**config.mk**
```make
export PLATFORM = sky130hd
export DESIGN_NAME = img2col_weight_pp
export DESIGN_NICKNAME = d
export VERILOG_FILES = /design/src/rtl/i2c_pkg.sv /design/src/rtl/i2c_skid_fifo.sv /design/src/rtl/img2col_weight_pp.sv
export SDC_FILE = /design/constraint.sdc
export NUM_CORES = 1
export LEC_CHECK = 0
export CORE_UTILIZATION = 55
export CTS_BUF_LIST = sky130_fd_sc_hd__clkbuf_8
export CTS_CLUSTER_DIAMETER = 120
export DETAILED_ROUTE_END_ITERATION = 8
export PLACE_DENSITY_LB_ADDON = 0.2
export SETUP_SLACK_MARGIN = 0.15
export SLEW_MARGIN = 0
export SYNTH_ARGS = -nofsm -noshare
export SYNTH_HDL_FRONTEND = slang
export SYNTH_SLANG_ARGS = --single-unit
export TNS_END_PERCENT = 30
```
**constraint.sdc**
```tcl
create_clock -name clock -period 11.61 [get_ports clock]
set_input_delay 1.7415 -clock clock [delete_from_list [all_inputs] [get_ports clock]]
set_output_delay 1.7415 -clock clock [all_outputs]
set_load 0.005 [all_outputs]
```
**src/rtl/i2c_pkg.sv**
```systemverilog
// Shared types and constants for the img2col weight sequencer.
package i2c_pkg;
  typedef enum logic [2:0] {IDLE, RUN, DRAIN, HOLD, DONE} state_t;

  localparam int SKID_DEPTH   = 2;
  localparam int LANES_DEF    = 8;
  localparam int DATA_WID_DEF = 16;

  typedef logic [LANES_DEF-1:0][DATA_WID_DEF-1:0] lane_vec_t;
endpackage

```
**src/rtl/i2c_skid_fifo.sv**
```systemverilog
// Two-entry valid/ready FIFO with fall-through when empty; count feeds read-issue gating.
module i2c_skid_fifo
  import i2c_pkg::*;
#(
  parameter int WID = 129
) (
  input  logic           clock,
  input  logic           rst_n,
  input  logic           in_valid,
  input  logic [WID-1:0] in_data,
  output logic           out_valid,
  input  logic           out_ready,
  output logic [WID-1:0] out_data,
  output logic [1:0]     count
);
  logic [WID-1:0] mem [SKID_DEPTH];
  logic           rd_ptr;
  logic           wr_ptr;
  logic           empty;
  logic           store;
  logic           deq;

  // An arriving word bypasses storage only when it is consumed in the same cycle.
  always_comb begin
    empty     = (count == 2'd0);
    wr_ptr    = rd_ptr ^ count[0];
    out_valid = !empty || in_valid;
    out_data  = !empty ? mem[rd_ptr] : (in_valid ? in_data : '0);
    store     = in_valid && !(empty && out_ready);
    deq       = !empty && out_ready;
  end

  always_ff @(posedge clock) begin
    if (!rst_n) begin
      count  <= 2'd0;
      rd_ptr <= 1'b0;
    end else begin
      if (deq) rd_ptr <= ~rd_ptr;
      count <= count + {1'b0, store} - {1'b0, deq};
    end
  end

  always_ff @(posedge clock) begin
    if (store) mem[wr_ptr] <= in_data;
  end
endmodule

```
**src/rtl/img2col_weight_pp.sv**
```systemverilog
// img2col weight sequencer: streams passes of C*K*K lane vectors, waiting for a bank swap between passes.
// Optional I2C_WGT_ZEROPAD_EN pads each pass with zero vectors up to a multiple of LANES.
module img2col_weight_pp
  import i2c_pkg::*;
#(
  parameter int DATA_WID = 16,
  parameter int LANES    = 8,
  parameter int ADDR_WID = 10,
  parameter int CHN_WID  = 4,
  parameter int KS_WID   = 4
) (
  input  logic                      clock,
  input  logic                      rst_n,
  input  logic                      start,
  input  logic [CHN_WID-1:0]        chn_per_pass,
  input  logic [CHN_WID-1:0]        num_passes,
  input  logic [KS_WID-1:0]         kernel_size,
  output logic                      busy,
  output logic                      done,
  output logic                      cfg_err,
  output logic                      rd_en,
  output logic [ADDR_WID-1:0]       rd_addr,
  input  logic [LANES*DATA_WID-1:0] rd_data,
  output logic                      out_valid,
  input  logic                      out_ready,
  output logic [LANES*DATA_WID-1:0] out_data,
  output logic                      out_last,
  output logic                      pass_done,
  input  logic                      swap_ack
);
  localparam int FW = 2*CHN_WID + 2*KS_WID;
  localparam int VW = LANES*DATA_WID;
  localparam logic [FW:0] ADDR_SPAN = {{FW{1'b0}}, 1'b1} << ADDR_WID;

  state_t            state, nxt;
  logic [FW-1:0]     e_calc, t_calc, v_calc, v_reg, elem;
  logic [CHN_WID-1:0] p_reg, pass_cnt;
  logic              cfg_bad, issue, real_rd, elem_last;
  logic              rd_pending, last_pending, swap_flag, accept_last;
  logic [1:0]        occ;
  logic              fifo_vld;
  logic [VW:0]       fifo_in, fifo_out;
`ifdef I2C_WGT_ZEROPAD_EN
  logic [FW-1:0]     e_reg;
  logic              pad_pending;
`endif

  always_comb begin
    e_calc  = FW'(chn_per_pass) * FW'(kernel_size) * FW'(kernel_size);
    t_calc  = FW'(num_passes) * e_calc;
    cfg_bad = (chn_per_pass == '0) || (num_passes == '0) || (kernel_size == '0) ||
              ({1'b0, t_calc} > ADDR_SPAN);
`ifdef I2C_WGT_ZEROPAD_EN
    // Pad slots reuse the in-flight slot of a read but never touch the upstream buffer.
    v_calc  = ((e_calc + FW'(LANES-1)) / FW'(LANES)) * FW'(LANES);
    real_rd = (elem < e_reg);
    fifo_in = {last_pending, pad_pending ? {VW{1'b0}} : rd_data};
`else
    v_calc  = e_calc;
    real_rd = 1'b1;
    fifo_in = {last_pending, rd_data};
`endif
    elem_last   = (elem == v_reg - FW'(1));
    issue       = (state == RUN) && ((occ + {1'b0, rd_pending}) < 2'(SKID_DEPTH));
    accept_last = fifo_vld && out_ready && fifo_out[VW];
  end

  always_ff @(posedge clock) begin
    if (!rst_n) state <= IDLE;
    else        state <= nxt;
  end

  always_comb begin
    nxt = state;
    case (state)
      IDLE:    if (start) nxt = cfg_bad ? DONE : RUN;
      RUN:     if (issue && elem_last) nxt = DRAIN;
      DRAIN:   if (accept_last) nxt = (pass_cnt == p_reg - CHN_WID'(1)) ? DONE : HOLD;
      HOLD:    if (swap_ack || swap_flag) nxt = RUN;
      DONE:    nxt = IDLE;
      default: nxt = IDLE;
    endcase
  end

  always_comb begin
    busy      = (state == RUN) || (state == DRAIN) || (state == HOLD);
    done      = (state == DONE);
    rd_en     = issue && real_rd;
    pass_done = (state == DRAIN) && accept_last;
  end

  always_ff @(posedge clock) begin
    if (!rst_n) begin
      rd_addr      <= '0;
      v_reg        <= '0;
      p_reg        <= '0;
      elem         <= '0;
      pass_cnt     <= '0;
      cfg_err      <= 1'b0;
      rd_pending   <= 1'b0;
      last_pending <= 1'b0;
      swap_flag    <= 1'b0;
`ifdef I2C_WGT_ZEROPAD_EN
      e_reg        <= '0;
      pad_pending  <= 1'b0;
`endif
    end else begin
      rd_pending   <= issue;
      last_pending <= issue && elem_last;
`ifdef I2C_WGT_ZEROPAD_EN
      pad_pending  <= issue && !real_rd;
`endif
      if (rd_en) rd_addr <= rd_addr + ADDR_WID'(1);
      if (issue) elem <= elem_last ? '0 : elem + FW'(1);
      if (pass_done) pass_cnt <= pass_cnt + CHN_WID'(1);
      // Sticky ack: an ack coinciding with pass_done or arriving early in HOLD is kept.
      if (nxt == RUN) swap_flag <= 1'b0;
      else if (swap_ack && (pass_done || state == HOLD)) swap_flag <= 1'b1;
      if (state == IDLE && start) begin
        v_reg    <= v_calc;
        p_reg    <= num_passes;
        elem     <= '0;
        pass_cnt <= '0;
        rd_addr  <= '0;
        cfg_err  <= cfg_bad;
`ifdef I2C_WGT_ZEROPAD_EN
        e_reg    <= e_calc;
`endif
      end
    end
  end

  i2c_skid_fifo #(.WID(VW + 1)) u_skid (
    .clock     (clock),
    .rst_n     (rst_n),
    .in_valid  (rd_pending),
    .in_data   (fifo_in),
    .out_valid (fifo_vld),
    .out_ready (out_ready),
    .out_data  (fifo_out),
    .count     (occ)
  );

  assign out_valid = fifo_vld;
  assign out_data  = fifo_out[VW-1:0];
  assign out_last  = fifo_out[VW];
endmodule

```
==> run_results.csv <==
group,metric,value,unit
cells_and_area,fin_util,0.7032,
cells_and_area,drive_above_1_share,0.05032,
timing,finClkSkew,28.34,ps
logic_synthesis,synth_fp_nets,1638,
routing,drt_iter0_drc,778,
power,irDropWorstVdd,0.4179,mV
worst_setup_path,crit_top_cell,"fa_1",
global_route,grtUsageTotal,0.2511,
cts,clock_path_buffers,3,
worst_setup_path,path_class,"in -> reg",
logic_synthesis,ys_seq_area_frac,0.5457,
cells_and_area,finalNonFillerCells,2094,
worst_setup_path,critPathMaxFanout,12,
placed_design,port_buffers,289,
run,drv_cap,0,
worst_setup_path,critPathBufInv,6,
routing,avgRoutedWirePerCell,18.16,um
global_route,grt_max_degree,126,
cells_and_area,area_growth,24.92,%
die,core_area,28940,um^2
cts,cts_resized,0,
timing,slew_violations,0,
global_route,grt_antenna_before_repair,2,
power,p_int,2.619,mW
routing,viasPerCell,5.592,
timing,finalCriticalPeriod,10240,ps
cts,root_buffer,"clkbuf_8",
cells_and_area,fill_cells,2108,
die,io_pins,290,
routing,drc,0,
worst_setup_path,start_kind,"input port",
timing,maxSlewHeadroom,0.2583,
cts,cts_tree,"done",
routing,wl,38.03,mm
global_route,met3_usage,0.04309,
logic_synthesis,yosysTopAreaCell,"edfxtp_1",
routing,drt-pass1-iter-count,5,
die,dieWidth,174.1,um
logic_synthesis,synth.distinct_cells,57,
global_route,gr-usage-met2,0.4272,
die,initial_core_util,0.5629,
global_route,met1_usage,0.3205,
power,net-switching-power,1.524,mW
die,dieArea,30310,um^2
logic_synthesis,synthCells,1403,
global_route,first_global_vias,11698,
die,die_h,174.1,um
global_route,grt_overflow,0,
logic_synthesis,synth_area_leaders,"edfxtp_1 48%, mux2i_1 8.2%, dfxtp_1 7.0%, nand3_1 4.6%, o21ai_0 4.5%",
logic_synthesis,synth_most_common_cell,"edfxtp_1",
timing,setup-tns-final,0,ps
power,p_seq_frac,0.317,
logic_synthesis,synth-edff-count,258,
min_path,hold_class,"reg -> reg",
timing,clock.fmax,97.66,MHz
timing,post-route-period-util,0.8820,
cells_and_area,largest_reg_flops,258,
worst_setup_path,endpoint_kind,"flop",
worst_setup_path,cp_slowest_stage_delay,720,ps
timing,worst_pin_slew,1113,ps
routing,ant_nets,0,
logic_synthesis,synth_area_per_cell,11.61,um^2
cts,cts-buffers-inserted,50,
logic_synthesis,synth-main-ff-cell,"edfxtp_1",
power,power_per_cell_area,203.6,nW/um^2
worst_setup_path,arrival,10670,ps
power,clockPowerShare,0.205,
logic_synthesis,synth-seq-cells,315,
power,swShare,0.3678,
timing,hold_viol_final,0,
placed_design,place_congestion,0.8569,
cts,clk_pin_slew_worst_paths,60,ps
logic_synthesis,yosysTopAreaCellShare,0.4756,
cts,cts-hold-fix-buffers,0,
cts,insertion_delay,560,ps
logic_synthesis,yosysWarnings,0,
logic_synthesis,synth_common_cells,"258 x edfxtp_1, 149 x nand3_1, 147 x o21ai_0",
logic_synthesis,async_flop_share,0,
global_route,top_usage_layer,"met2",
power,p_comb_frac,0.478,
worst_setup_path,crit_family,"adder cells",
placed_design,dp_hpwl,25.63,mm
cts,cts_setup_buffers,0,
timing,rsz0062_at_grt,"no",
status,status,"completed",
cts,cts.sinks,315,
logic_synthesis,synthesis.area,16290,um^2
worst_setup_path,slowest_stage,"clkdlybuf4s50_1",
die,core.rowCount,62,
worst_setup_path,cp_data_required_time,12040,ps
placed_design,post-place-cells,2007,
cells_and_area,layout.nets,1910,
routing,vias,11709,
cts,cts_htree_levels,2,
global_route,grt_pass1_wl,60.86,mm
timing,setup_viol,0,
power,power.leakage,7.086,nW
==> power by group through the flow <==
stage / clock network, mW / registers (mW) / logic, mW
4_1_cts: 0.871 / 1.31 / 1.99
3_5_place_dp: 0 / 1.34 / 1.98
5_1_grt: 0.918 / 1.32 / 2.21
3_3_place_gp: 0 / 1.34 / 1.93
2_1_floorplan: 0 / 1.31 / 1.27
6_report: 0.851 / 1.31 / 1.98
==> per-stage QoR <==
step | hold WS (ps) | setup slack (ps) | power [mW] | instance area, um^2
finish | 460.1 | 1370 | 4.143 | 20350
global route | 473.3 | 680.9 | 4.448 | 20350
CTS | 462.1 | 1467 | 4.170 | 20340
detailed placement | 447.4 | 871.1 | 3.313 | 19450
global placement | 445.9 | 1171 | 3.264 | 19450
floorplan | 426.4 | 2041 | 2.576 | 16290
==> cell usage in the layout (no fill, tap or decap), types with 5 or more instances in the layout <==
cell type / synthesis / final
clkdlybuf4s50_1: 0 / 289
edfxtp_1: 258 / 258
nand3_1: 149 / 149
o21ai_0: 147 / 147
mux2i_1: 133 / 133
inv_1: 68 / 87
nand2_1: 73 / 73
and2_1: 60 / 60
clkbuf_8: 0 / 56
dfxtp_1: 57 / 55
ha_1: 54 / 54
nor2_1: 54 / 52
xnor2_1: 42 / 42
fa_1: 36 / 36
xor2_1: 26 / 26
a21oi_1: 19 / 19
a21boi_0: 18 / 18
nor3_1: 13 / 13
and3_1: 13 / 12
nand4_1: 11 / 11
buf_4: 0 / 11
nand2b_1: 10 / 10
a21o_1: 9 / 9
nor4_1: 9 / 9
clkinv_1: 0 / 9
nor3b_1: 7 / 7
o21a_1: 6 / 6
nor2b_1: 5 / 5
or3_1: 5 / 5
==> cells by family (layout without fill, tap and decap cells) <==
logic type	Yosys count	after routing	synth area share
AO/OA/AOI/OAI	225	225	0.08004
XOR/XNOR	68	68	0.03656
adder cells (fa/ha/maj)	90	90	0.08573
buffers and inverters	148	454	0.03587
flip-flops	315	315	0.5457
multiplexers	133	133	0.08173
other	0	1	0
AND/OR/NAND/NOR	424	424	0.1344
==> final timing paths <==
kind | from | end | slack [ps] | cells past startpoint
worst max-delay path | chn_per_pass[0] | swap_flag | 1370 | 33
worst min-delay path | last_pending | u_skid.mem[0][128] | 460 | 0
worst max register to register | u_skid.count[1] | swap_flag | 8080 | 9
worst min register to register | last_pending | u_skid.mem[0][128] | 460 | 0
==> layout make-up <==
cell class | instances | area, um^2 | area share
inverters | 68 | 255.2 | 0.01254
well taps | 384 | 480.5 | 0.02361
multi-input cells | 940 | 6840 | 0.3362
clock inverters | 30 | 126.4 | 0.006211
clock buffers | 56 | 770.7 | 0.03788
diodes | 1 | 2.502 | 0.0001230
repair buffers | 300 | 2975 | 0.1462
flip-flops and latches | 315 | 8896 | 0.4372
==> metal layers <==
metal	wire [um]	vias to the layer above
met4	1246	2
met1	15570	5680
met2	19140	315
li1	-	5633
met5	13	-
met3	2063	79
Power figures use the tool's default switching activity.
==> RTL edit 1: new RTL, config.mk and constraints unchanged <==
Set the parameter `DATA_WID` to 32 (it was 16).
--- a/src/rtl/img2col_weight_pp.sv
+++ b/src/rtl/img2col_weight_pp.sv
@@ -3,7 +3,7 @@
 module img2col_weight_pp
   import i2c_pkg::*;
 #(
-  parameter int DATA_WID = 16,
+  parameter int DATA_WID = 32,
   parameter int LANES    = 8,
   parameter int ADDR_WID = 10,
   parameter int CHN_WID  = 4,
Ports: changed (resized out_data and rd_data); port bits go from 290 to 546. No check against the original RTL was run, so the function may have changed too.
==> RTL edit 1 against the original RTL <==
- worst setup slack improved by 0.30 ns
- critical path depth down 1
- global-route usage up 2.6 points
- design area up 69%
- non-clock buffer count is 260 higher
- sequential cell count increased by 256
- via count up 62%
- synthesized area up 65%
- total power is 70% higher
- synthesized cell count rose by 50%
- hold slack improved by 0.0044 ns
- routed wire length is 84% higher
- critical endpoint is now state[0]
==> RTL edit 1: results (changes against the original RTL) <==
global_routing:
  groute.layer.met1.usage_pct: 34.06  # +2.0 points
  grt_max_degree: 310  # +150%
  grt_usage_pct: 27.73  # +2.6 points
  grt_antenna_before_repair: 19  # +17
  grtUsageMet2_pct: 45.98  # +3.3 points
  grt_first_pass_wirelength_um: 106200  # +75%
  grtUsageMet3_pct: 8.278  # +4.0 points
  grt_pass1_vias: 18670  # +60%
yosys:
  synth_nets: 2474  # +51%
  synthTopCellsByArea: "edfxtp_1, mux2i_1, nand3_1"
  synth-seq-area-share_pct: 61.85  # +7.3 points
  synthTopCellsByCount: "edfxtp_1, nand3_1, o21ai_0"
  synth_cell_type_count: 62  # +8.8%
cts:
  htreeDepth: 3  # +1
  clock_latency_ns: 0.67  # +0.11 ns
layout:
  final_core_util_pct: 71.58  # +1.3 points
  area_share_nonclk_buffers_pct: 16.33  # +1.7 points
  largest_register_ffs: 514  # +99%
  clk_share_pct: 4.838  # +0.43 points
  multi_input_area_share_pct: 27.43  # -6.2 points
  nets: 2986  # +56%
run_status:
  outcome: "completed"
drt:
  wire_per_inst_um: 21.11  # +16%
  wl_met1_um: 27490  # +77%
  wl_met3_um: 5623  # +170%
  routed_wl_um: 70060  # +84%
power_and_ir_drop:
  ir_drop_v: 0.0002226  # -47%
  internal_power_w: 0.004511  # +72%
placement:
  dp.cells: 3144  # +57%
timing:
  tightest_slew_ns: 1.280  # +0.1671 ns
[RTL edit 1: cell count changes after synthesis, sizes merged, moves of 14 or more]
cell / before / now
edfxtp: 258 / 514
mux2i: 133 / 262
o21ai: 147 / 272
nand3: 149 / 272
clkbuf: 68 / 116
nand2: 73 / 89
buf: 12 / 26
[RTL edit 1: kinds of logic after synthesis]
family / after synthesis / share of synthesized area (%)
XOR/XNOR: 62 / 2.026
multiplexers: 262 / 9.785
buffers and inverters: 210 / 3.100
AO/OA/AOI/OAI: 362 / 7.530
AND/OR/NAND/NOR: 554 / 10.50
adder cells (fa/ha/maj): 90 / 5.210
flip-flops: 571 / 61.85
[RTL edit 1: worst paths after layout]
path,from,to,slack [ns],cells past startpoint
max reg2reg,rd_pending,u_skid.mem[1][6],7.22,3
min reg2reg,last_pending,u_skid.mem[0][256],0.46,0
min,last_pending,u_skid.mem[0][256],0.46,0
max,kernel_size[1],state[0],1.67,32
==> RTL edit 2: new RTL, same settings <==
Made on the original files. Register the output `cfg_err` once more, with the module's reset; this adds one clock of latency there. The other outputs are not delayed to match.
--- a/src/rtl/img2col_weight_pp.sv
+++ b/src/rtl/img2col_weight_pp.sv
@@ -31,6 +31,8 @@
   localparam int FW = 2*CHN_WID + 2*KS_WID;
   localparam int VW = LANES*DATA_WID;
   localparam logic [FW:0] ADDR_SPAN = {{FW{1'b0}}, 1'b1} << ADDR_WID;
+
+  logic cfg_err_s0;
 
   state_t            state, nxt;
   logic [FW-1:0]     e_calc, t_calc, v_calc, v_reg, elem;
@@ -96,7 +98,7 @@
       p_reg        <= '0;
       elem         <= '0;
       pass_cnt     <= '0;
-      cfg_err      <= 1'b0;
+      cfg_err_s0   <= 1'b0;
       rd_pending   <= 1'b0;
       last_pending <= 1'b0;
       swap_flag    <= 1'b0;
@@ -122,7 +124,7 @@
         elem     <= '0;
         pass_cnt <= '0;
         rd_addr  <= '0;
-        cfg_err  <= cfg_bad;
+        cfg_err_s0 <= cfg_bad;
 `ifdef I2C_WGT_ZEROPAD_EN
         e_reg    <= e_calc;
 `endif
@@ -144,5 +146,13 @@
   assign out_valid = fifo_vld;
   assign out_data  = fifo_out[VW-1:0];
   assign out_last  = fifo_out[VW];
+  always_ff @(posedge clock) begin
+    if (!rst_n) begin
+      cfg_err <= '0;
+    end else begin
+      cfg_err <= cfg_err_s0;
+    end
+  end
+
 endmodule
 
Check against the original RTL: not equivalent (Yosys sat finds a counterexample within 4 cycles, from zero or initial values and one cycle with rst_n low).
==> RTL edit 2 against the original RTL <==
- routed wire length up 0.99%
- worst setup slack worse by 0.0028 ns
- sequential cell count grew 1
- design area rose by 0.34%
- synthesized area rose by 0.68%
- global-route usage rose by 0.10 points
- total power grew 2.8%
- critical path depth fell by 2
- critical endpoint unchanged
- highest routed layer is now met4
==> RTL edit 2: results (changes against the original RTL) <==
timing:
  slew_headroom_pct: 20.54  # -5.3 points
  fmax_mhz: 97.63  # about the same
  clock_skew_ns: 0.02524  # -0.003104 ns
setup_path:
  cp_max_fo: 13  # +1
  critPathArrivalTime_ns: 10.68  # about the same
  cpPeakStageDelay_ns: 0.74  # +0.02 ns
  reg2reg_slack_ns: 7.53  # -0.55 ns
  r2r_end: "u_skid.mem[0][25]"
  rr_startpoint: "rd_pending"
  r2r_cells: 5  # -4
  crit_start: "kernel_size[2]"
power_and_ir_drop:
  clkPwrFrac_pct: 19.5  # -1.0 points
  p_leak_nw: 7.202  # +1.6%
  pg_seq_w: 0.00131  # about the same
  ir_drop_v: 0.0002124  # -49%
  power.density_mw_per_mm2: 208.7  # +2.5%
  internal_power_w: 0.002650  # +1.2%
cts:
  clock_latency_ns: 0.56  # about the same
  clk_pin_slew_worst_paths_ns: 0.06  # about the same
  postCtsSetupRepairBufs: 0  # unchanged
  cts_buffers: 50  # unchanged
global_routing:
  grt_max_degree: 120  # -4.8%
  grt_pass1_vias: 11780  # +0.72%
  grt_first_pass_wirelength_um: 61600  # +1.2%
  grtUsageMet2_pct: 41.78  # -0.93 points
  grt_usage_pct: 25.21  # +0.10 points
  groute.layer.met1.usage_pct: 32.91  # +0.86 points
  grtUsageMet3_pct: 4.504  # +0.20 points
  grt_antenna_before_repair: 2  # unchanged
yosys:
  synth-seq-area-share_pct: 54.32  # -0.25 points
  synthTopCellsByCount: "edfxtp_1, nand3_1, o21ai_0"
  synth_cell_type_count: 61  # +7.0%
  synth_nets: 1659  # +1.3%
  synthTopCellsByArea: "edfxtp_1, mux2i_1, dfxtp_1"
  synth_edf_count: 258  # unchanged
  syn-instance-count: 1424  # +1.5%
layout:
  final_cells: 2112  # +0.86%
  drive_gt1_share_pct: 4.748  # -0.28 points
  nets: 1925  # +0.79%
  nFillCells: 2095  # -0.62%
placement:
  port_buffers: 289  # unchanged
  routabilityCongestion: 0.8562  # about the same
  dp.cells: 2022  # +0.75%
  hpwl_um: 25720  # +0.35%
  place_ws_ns: 0.7919  # -0.07914 ns
run_status:
  outcome: "completed"
drt:
  wire_per_inst_um: 18.19  # +0.13%
  drt_iter0_drc: 766  # -1.5%
  dr.pass1.iters: 5  # unchanged
  via_per_inst: 5.636  # +0.79%
[RTL edit 2: changes by cell type in the layout (fill, tap and decap cells not counted), sizes merged, moves of 4 or more]
cell and delta:
o21a -5, nand3 -5, nor3b -4, nand4 -4
nand2b -5, nand2 +18, and3 +5, o21ai -4
a21oi +6, inv +4
[RTL edit 2: worst min-delay path by stage]
stage	from	to
6_report	last_pending	u_skid.mem[0][128]
5_1_grt	last_pending	u_skid.mem[1][128]
4_1_cts	last_pending	u_skid.mem[0][128]
3_5_place_dp	last_pending	u_skid.mem[0][128]
3_3_place_gp	last_pending	u_skid.mem[0][128]
2_1_floorplan	cfg_err_s0	cfg_err
[RTL edit 2: layer usage]
metal	routed length (um)	share of wire (%)
met5	0	0
met1	16080	42
met2	18560	48
met3	2399	6.2
met4	1373	3.6
[RTL edit 2: critical path, delay by kind of cell]
family          cells  cell delay (ns)
compound gates      9             2.38
xor+xnor            1             0.21
buf+inv             6             0.98
simple gates        6             1.01
fa+ha+maj           9             4.33
[RTL edit 2: kinds of logic after synthesis]
group / after synthesis / share of synthesized area [%]
mux: 136 / 8.301
xor+xnor: 68 / 3.632
flops: 316 / 54.32
simple gates: 433 / 13.44
compound gates: 231 / 8.194
fa+ha+maj: 90 / 8.515
buf+inv: 150 / 3.593
[RTL edit 2: final cells by class]
cell class	count	area share, %
Antenna cell	1	0.01226
Timing Repair Buffer	299	14.54
Tap cell	384	2.353
Clock inverter	36	0.7354
Inverter	65	1.195
Multi-Input combinational cell	958	33.93
Sequential cell	316	43.67
Clock buffer	53	3.573
[RTL edit 2: through the flow]
stage | hold WS [ns] | area, um^2
floorplan | 0.4242 | 16400
global placement | 0.4344 | 19540
detailed placement | 0.4446 | 19540
CTS | 0.4614 | 20410
global route | 0.4707 | 20420
finish | 0.4614 | 20420
